$ cat src/rtl/muldiv_execute_unit_pkg.sv
// Shared RV32M instruction constants and small decode helpers for the
// multiply/divide execute unit.
package muldiv_execute_unit_pkg;

  // Major opcode (OP) and funct7 value that select the M extension.
  localparam logic [6:0] RV32M_OPCODE = 7'b0110011;
  localparam logic [6:0] RV32M_FUNCT7 = 7'b0000001;

  // funct3 encodings of the eight M-extension operations.
  localparam logic [2:0] RV32M_MUL    = 3'd0;
  localparam logic [2:0] RV32M_MULH   = 3'd1;
  localparam logic [2:0] RV32M_MULHSU = 3'd2;
  localparam logic [2:0] RV32M_MULHU  = 3'd3;
  localparam logic [2:0] RV32M_DIV    = 3'd4;
  localparam logic [2:0] RV32M_DIVU   = 3'd5;
  localparam logic [2:0] RV32M_REM    = 3'd6;
  localparam logic [2:0] RV32M_REMU   = 3'd7;

  // True when an OP-format instruction belongs to the M extension.
  function automatic logic is_rv32m(input logic [6:0] opcode, input logic [6:0] funct7);
    return (opcode == RV32M_OPCODE) && (funct7 == RV32M_FUNCT7);
  endfunction

  // Divide and remainder ops all have funct3[2] set.
  function automatic logic is_div_op(input logic [2:0] f3);
    return f3[2];
  endfunction

  // DIV and REM treat their operands as two's complement.
  function automatic logic is_signed_div(input logic [2:0] f3);
    return (f3 == RV32M_DIV) || (f3 == RV32M_REM);
  endfunction

  // REM and REMU return the remainder instead of the quotient.
  function automatic logic is_rem_op(input logic [2:0] f3);
    return (f3 == RV32M_REM) || (f3 == RV32M_REMU);
  endfunction

endpackage

$ cat src/rtl/muldiv_execute_unit_div.sv
// Unsigned XLEN-bit serial restoring divider, one quotient bit per cycle.
// The start cycle performs iteration 0 directly on the incoming operands,
// so the final quotient/remainder are registered on the edge where done
// is high. Sign handling and special cases belong to the parent.
module muldiv_div_core #(
  parameter int XLEN = 32
) (
  input  logic            clk,
  input  logic            rst,
  input  logic            start,
  input  logic            abort,
  input  logic [XLEN-1:0] dividend,
  input  logic [XLEN-1:0] divisor,
  output logic [XLEN-1:0] quotient,
  output logic [XLEN-1:0] remainder,
  output logic            done
);

  localparam int CNT_W = $clog2(XLEN);
  localparam logic [CNT_W-1:0] LAST = CNT_W'(XLEN - 1);

  logic [XLEN-1:0]  quo_q, rem_q, dsr_q;
  logic [CNT_W-1:0] cnt_q;
  logic             run_q;

  logic [XLEN-1:0]  quo_src, rem_src, dsr_src;
  logic [XLEN:0]    partial, diff;
  logic             fits;

  // One restoring step: shift in the next dividend bit and try to subtract.
  always_comb begin
    rem_src = start ? '0 : rem_q;
    quo_src = start ? dividend : quo_q;
    dsr_src = start ? divisor : dsr_q;
    partial = {rem_src, quo_src[XLEN-1]};
    diff    = partial - {1'b0, dsr_src};
    fits    = ~diff[XLEN];
  end

  // Iteration registers; cnt_q is the index of the iteration in progress.
  always_ff @(posedge clk) begin
    if (rst) begin
      quo_q <= '0;
      rem_q <= '0;
      dsr_q <= '0;
      cnt_q <= '0;
      run_q <= 1'b0;
    end else if (abort) begin
      run_q <= 1'b0;
    end else if (start || run_q) begin
      quo_q <= {quo_src[XLEN-2:0], fits};
      rem_q <= fits ? diff[XLEN-1:0] : partial[XLEN-1:0];
      dsr_q <= dsr_src;
      cnt_q <= start ? CNT_W'(1) : cnt_q + 1'b1;
      run_q <= start ? 1'b1 : (cnt_q != LAST);
    end
  end

  assign done      = run_q && (cnt_q == LAST);
  assign quotient  = quo_q;
  assign remainder = rem_q;

endmodule

$ cat src/rtl/muldiv_execute_unit.sv
// RV32M multi-cycle execute unit: pipelined multiplier plus serial divider
// behind valid/ready handshakes, one operation in flight, flushable.
// Latencies counted from the accept cycle: multiply MUL_STAGES, divide
// XLEN+1, early-out special divides 1.
module muldiv_execute_unit
  import muldiv_execute_unit_pkg::*;
#(
  parameter int XLEN       = 32,
  parameter int MUL_STAGES = 2,
  parameter int EARLY_OUT  = 1
) (
  input  logic            clk,
  input  logic            rst,
  input  logic            flush,
  input  logic            in_valid,
  output logic            in_ready,
  input  logic [2:0]      funct3,
  input  logic [XLEN-1:0] operand1,
  input  logic [XLEN-1:0] operand2,
  input  logic [4:0]      rd_in,
  output logic            out_valid,
  input  logic            out_ready,
  output logic [XLEN-1:0] result,
  output logic [4:0]      rd_out,
  output logic            busy
);

  typedef enum logic [2:0] {IDLE, MUL, DIV, FIX, DONE} state_t;

  localparam logic [XLEN-1:0] INT_MIN  = {1'b1, {(XLEN-1){1'b0}}};
  localparam logic [XLEN-1:0] ALL_ONES = {XLEN{1'b1}};

  state_t state_q, state_d;
  logic   accept;

  // Registered request and bookkeeping
  logic [2:0]      funct3_q;
  logic [XLEN-1:0] op1_q;
  logic [4:0]      rd_q;
  logic [XLEN-1:0] result_q;
  logic [2:0]      mul_cnt_q;
  logic            neg_quo_q, neg_rem_q, dz_q, ovf_q;

  // Incoming-request decode
  logic            in_is_div, in_signed, in_sign1, in_sign2;
  logic            in_dz, in_ovf, early;
  logic [XLEN-1:0] in_abs1, in_abs2, in_special_res;

  // Multiplier
  logic              mul_a_signed, mul_b_signed, mul_last;
  logic [2*XLEN-1:0] mul_a, mul_b, product;
  logic [XLEN-1:0]   product_sel, mul_tail;

  // Divider
  logic [XLEN-1:0] div_quo, div_rem, quo_signed, rem_signed, div_fixed;
  logic            div_done;

  assign in_ready  = (state_q == IDLE);
  assign accept    = in_valid && in_ready && !flush;
  assign out_valid = (state_q == DONE) && !flush;
  assign busy      = (state_q != IDLE);
  assign result    = result_q;
  assign rd_out    = rd_q;

  // Decode the raw request: absolute values, result signs, special divides.
  always_comb begin
    in_is_div = is_div_op(funct3);
    in_signed = is_signed_div(funct3);
    in_sign1  = in_signed & operand1[XLEN-1];
    in_sign2  = in_signed & operand2[XLEN-1];
    in_abs1   = in_sign1 ? -operand1 : operand1;
    in_abs2   = in_sign2 ? -operand2 : operand2;
    in_dz     = (operand2 == '0);
    in_ovf    = in_signed && (operand1 == INT_MIN) && (operand2 == ALL_ONES);
    early     = (EARLY_OUT != 0) && in_is_div && (in_dz || in_ovf);
    if (in_dz)
      in_special_res = is_rem_op(funct3) ? operand1 : ALL_ONES;
    else
      in_special_res = is_rem_op(funct3) ? '0 : operand1;
  end

  // Full 2*XLEN-bit product with per-op sign extension, then half select.
  always_comb begin
    mul_a_signed = (funct3 == RV32M_MULH) || (funct3 == RV32M_MULHSU);
    mul_b_signed = (funct3 == RV32M_MULH);
    mul_a        = {{XLEN{mul_a_signed & operand1[XLEN-1]}}, operand1};
    mul_b        = {{XLEN{mul_b_signed & operand2[XLEN-1]}}, operand2};
    product      = mul_a * mul_b;
    product_sel  = (funct3 == RV32M_MUL) ? product[XLEN-1:0] : product[2*XLEN-1:XLEN];
  end

  // The product register captures on accept; result_q is the last stage.
  // A single-stage multiplier therefore writes result_q directly.
  generate
    if (MUL_STAGES == 1) begin : g_mul_direct
      assign mul_tail = product_sel;
    end else begin : g_mul_pipe
      logic [XLEN-1:0] pipe_q [MUL_STAGES-1];

      // NOTE: pure datapath stages carry no reset; the FSM never reads them
      // before an accept has written them.
      always_ff @(posedge clk) begin
        if (accept) pipe_q[0] <= product_sel;
        for (int i = 1; i < MUL_STAGES - 1; i++) pipe_q[i] <= pipe_q[i-1];
      end

      assign mul_tail = pipe_q[MUL_STAGES-2];
    end
  endgenerate

  assign mul_last = (mul_cnt_q == 3'(MUL_STAGES - 2));

  muldiv_div_core #(.XLEN(XLEN)) u_div_core (
    .clk       (clk),
    .rst       (rst),
    .start     (accept && in_is_div && !early),
    .abort     (flush),
    .dividend  (in_abs1),
    .divisor   (in_abs2),
    .quotient  (div_quo),
    .remainder (div_rem),
    .done      (div_done)
  );

  // Sign correction and ISA-defined overrides for the divide result.
  always_comb begin
    quo_signed = neg_quo_q ? -div_quo : div_quo;
    rem_signed = neg_rem_q ? -div_rem : div_rem;
    if (dz_q)
      div_fixed = is_rem_op(funct3_q) ? op1_q : ALL_ONES;
    else if (ovf_q)
      div_fixed = is_rem_op(funct3_q) ? '0 : op1_q;
    else
      div_fixed = is_rem_op(funct3_q) ? rem_signed : quo_signed;
  end

  // Next-state logic; flush overrides accept and retire.
  always_comb begin
    // NOTE: assign the default first so no path through the case infers a latch.
    state_d = state_q;
    if (flush) begin
      state_d = IDLE;
    end else begin
      case (state_q)
        IDLE: if (accept) begin
          if (in_is_div)            state_d = early ? DONE : DIV;
          else if (MUL_STAGES == 1) state_d = DONE;
          else                      state_d = MUL;
        end
        MUL:  if (mul_last)  state_d = DONE;
        DIV:  if (div_done)  state_d = FIX;
        FIX:  state_d = DONE;
        DONE: if (out_ready) state_d = IDLE;
        default: state_d = IDLE;
      endcase
    end
  end

  // State register.
  always_ff @(posedge clk) begin
    // NOTE: non-blocking so every register samples pre-edge values.
    if (rst) state_q <= IDLE;
    else     state_q <= state_d;
  end

  // Request capture, multiply stage counter and result register.
  always_ff @(posedge clk) begin
    if (rst) begin
      funct3_q  <= '0;
      op1_q     <= '0;
      rd_q      <= '0;
      result_q  <= '0;
      mul_cnt_q <= '0;
      neg_quo_q <= 1'b0;
      neg_rem_q <= 1'b0;
      dz_q      <= 1'b0;
      ovf_q     <= 1'b0;
    end else begin
      if (accept) begin
        funct3_q  <= funct3;
        op1_q     <= operand1;
        rd_q      <= rd_in;
        mul_cnt_q <= '0;
        neg_quo_q <= in_sign1 ^ in_sign2;
        neg_rem_q <= in_sign1;
        dz_q      <= in_dz;
        ovf_q     <= in_ovf;
      end else if (state_q == MUL) begin
        mul_cnt_q <= mul_cnt_q + 1'b1;
      end
      if ((state_d == DONE) && (state_q != DONE)) begin
        case (state_q)
          IDLE:    result_q <= in_is_div ? in_special_res : mul_tail;
          MUL:     result_q <= mul_tail;
          FIX:     result_q <= div_fixed;
          default: result_q <= result_q;
        endcase
      end
    end
  end

endmodule

$ cat config.mk
export PLATFORM = sky130hd
export DESIGN_NAME = muldiv_execute_unit
export DESIGN_NICKNAME = d
export VERILOG_FILES = /design/src/rtl/muldiv_execute_unit_pkg.sv /design/src/rtl/muldiv_execute_unit_div.sv /design/src/rtl/muldiv_execute_unit.sv
export SDC_FILE = /design/constraint.sdc
export NUM_CORES = 2
export LEC_CHECK = 0
export ABC_AREA = 1
export CAP_MARGIN = 20
export CORE_UTILIZATION = 40
export DETAILED_ROUTE_END_ITERATION = 10
export MAX_ROUTING_LAYER = met4
export PLACE_DENSITY = 0.56
export SYNTH_ARGS = -nofsm -noshare
export SYNTH_HDL_FRONTEND = slang
export SYNTH_SLANG_ARGS = --single-unit
$ cat constraint.sdc
create_clock -name clk -period 16.8 [get_ports clk]
set_input_delay 3.36 -clock clk [delete_from_list [all_inputs] [get_ports clk]]
set_output_delay 3.36 -clock clk [all_outputs]
set_load 0.03 [all_outputs]
==> results.md <==
* Clock Skews at roughly 0.042 ns
* Final ANT Viol Nets at 0
* Final setup margin at 3.93 ns
* WHS at 0.483 ns
* Required @ worst endpoint at around 17 ns
* # H-tree levels at 1
* Nets at 9173
* CP max FO at 58
* Share of cells above drive strength 1 at 0.0368
* Worst skew pair latency at ~0.60 ns
* Ys Warns at 0
* Fin Setup TNS at 0 ns
* CP Data Arrival Time at 13.22 ns
* Syn_nets at approximately 9300
* CTS Buf Count at 28
* GRT Util Overall at 0.309
* Overflow after GRT at 0
* Die X at 379 um
* Max Fclk at between 70 and 80 MHz
* Sequential share of the synthesized area at 0.0815
* First-pass GRT wire length at 322000 um
* Slew headroom at 0.239
* Placed instance area at between 50000 and 60000 um^2
* Vias at about 50000
* Mapped Cells at 7865
* DIE AREA at approximately 140000 um^2
* Core footprint at 140000 um^2
* Crit end category: flop
* Wirelength, routed at 210000 um
* Count of cell types in the netlist at 51
* Via/cell ratio at 5.23
* WL/cell at 21.9 um
* Critical Path Start Type: input pin
* Cell Rows at approximately 140
* Area occupied by multi-input gates at roughly 43000 um^2
* HP Class: reg2reg
* Mapped cell area at 56700 um^2
* Post-CTS setup buffer count at 0
* Initial antenna violation count at 5
* Post-cts hold buffer count at 0
* Post-synth top area share at 0.397
* Setup CP Type: in2reg
* Critical Path Slowest Stage Cell: fa_1
* Main area contributors after synthesis: fa_1 40%, nand2_1 14%, inv_1 12%
* Syn-to-layout area delta at 5.66%
* Routability cong. at between 1 and 1.5
* Register area at 4630 um^2
* Clock transition at path regs at about 0.06 ns
* Crit path time final at about 13 ns
* Fin area at 59900 um^2
* Largest stage delay, worst path at between 0.8 and 0.9 ns
* Status: complete, no violations
* Setup slack at placement at roughly 3.4 ns
* Layout fillers at 14700
* CTS tree: done
* Root Buffer: clkbuf_16
* 1st-pass router iterations at 6
* Clk sink count at roughly 220
* Bufs on Longest Clock Path at 3
* Max-slew violations at 0
* Max cap viols at 0
* Final setup viols at 0
* Crit share post-route at 0.766
* Fin. Hold Viols at 0
* Die Y at about 380 um
* Syn avg cell area at roughly 7.2 um^2
* Vias in the first global route at slightly above 50000
* DRC at 0
* Largest net degree at the start of global routing at between 60 and 70
* RSZ-0062 raised after global routing: no
* Port Buffers at 116
* Worst-margin pin slew at 1.14 ns
* Dominant cell type by area after synthesis: fa_1
* Io pins at around 120
* Flop and latch count out of synthesis at 215
* Post-DP HPWL at 167000 um
* CTS resizes at 0
* Initial Util at 0.405
* DR iter-0 viols at 4617
## synthesized netlist by cell type (all sizes together)
cell,count
a211oi,1
a21boi,13
a21o,16
a21oi,216
a22oi,2
a31oi,37
a32oi,2
and2,3
and3,7
buf,210
clkbuf,179
clkinv,5
dfxtp,183
edfxtp,32
fa,1126
ha,253
inv,1891
mux2i,5
nand2,2184
nand3,354
nand3b,12
nand4,48
nor2,529
nor2b,1
nor3,52
nor3b,1
nor4,8
o211ai,12
o21a,8
o21ai,306
o21bai,15
o22ai,37
o311ai,1
o31ai,6
or2,16
xnor2,28
xor2,66
## worst paths after layout
path | from | to | slack, ns | cells after the start
worst min register to register | mul_cnt_q[0] | mul_cnt_q[0] | 0.48 | 2
worst max register to register | state_q[2] | u_div_core.remainder[11] | 10.40 | 26
worst max-delay path | funct3[2] | g_mul_pipe.pipe_q[0][22] | 3.93 | 35
worst min-delay path | mul_cnt_q[0] | mul_cnt_q[0] | 0.48 | 2
## sequential cells by signal, summed over array words and instances (netlist names), 2 cells and up
register              cells
funct3_q                  2
u_div_core.quotient      32
g_mul_pipe.pipe_q        32
mul_cnt_q                 3
u_div_core.dsr_q         32
op1_q                    32
u_div_core.cnt_q          5
state_q                   3
u_div_core.remainder     32
result                   32
rd_out                    5
## metrics by stage
| stage | std cells | util |
|---|---|---|
| floorplan | 7865 | - |
| global placement | 9563 | 0.421 |
| detailed placement | 9563 | 0.421 |
| CTS | 9614 | 0.428 |
| global route | 9618 | 0.428 |
| finish | 9620 | 0.428 |
## area by class of cell
type                    instances  share of cell area
well taps                    1876              0.0392
diodes                          6            0.000251
clock inverters                11             0.00203
inverters                    1896               0.119
multi-input cells            5365               0.723
flip-flops and latches        215              0.0772
clock buffers                  40              0.0140
repair buffers                211              0.0261
## critical path, delay by kind of cell
family / cells / cell delay (ns)
adders and majority gates: 9 / 4.97
buffers and inverters: 13 / 2.79
and+or+nand+nor: 13 / 2.05
## cell usage in the layout (no fill, tap or decap), drive strengths merged, types with 157 or more instances in the layout
| cell type | n |
|---|---|
| a21oi | 216 |
| buf | 157 |
| dfxtp | 183 |
| fa | 1126 |
| ha | 253 |
| inv | 1893 |
| nand2 | 2184 |
| nand3 | 354 |
| nor2 | 529 |
| o21ai | 306 |
## layer usage
metal / wire length (um) / up-vias / GRT usage / part of all wire
li1: - / 22700 / - / -
met1: 92100 / 25300 / 0.422 / 0.44
met2: 94200 / 1977 / 0.476 / 0.45
met3: 16600 / 314 / 0.0414 / 0.079
met4: 7650 / 0 / 0.0913 / 0.036
met5: 0 / - / - / 0
## logic make-up after synthesis
kind of cell / Yosys count / share of synthesized area
AND/OR/NAND/NOR: 3215 / 0.230
buffers and inverters: 2285 / 0.155
adder cells (fa/ha/maj): 1379 / 0.453
AO/OA/AOI/OAI: 672 / 0.0652
flip-flops: 215 / 0.0815
XOR/XNOR: 94 / 0.0145
multiplexers: 5 / 0.000882
Power is left out: the tool's default activity adds up to more than one toggle a clock period on the data nets, which glitch-free logic cannot reach.
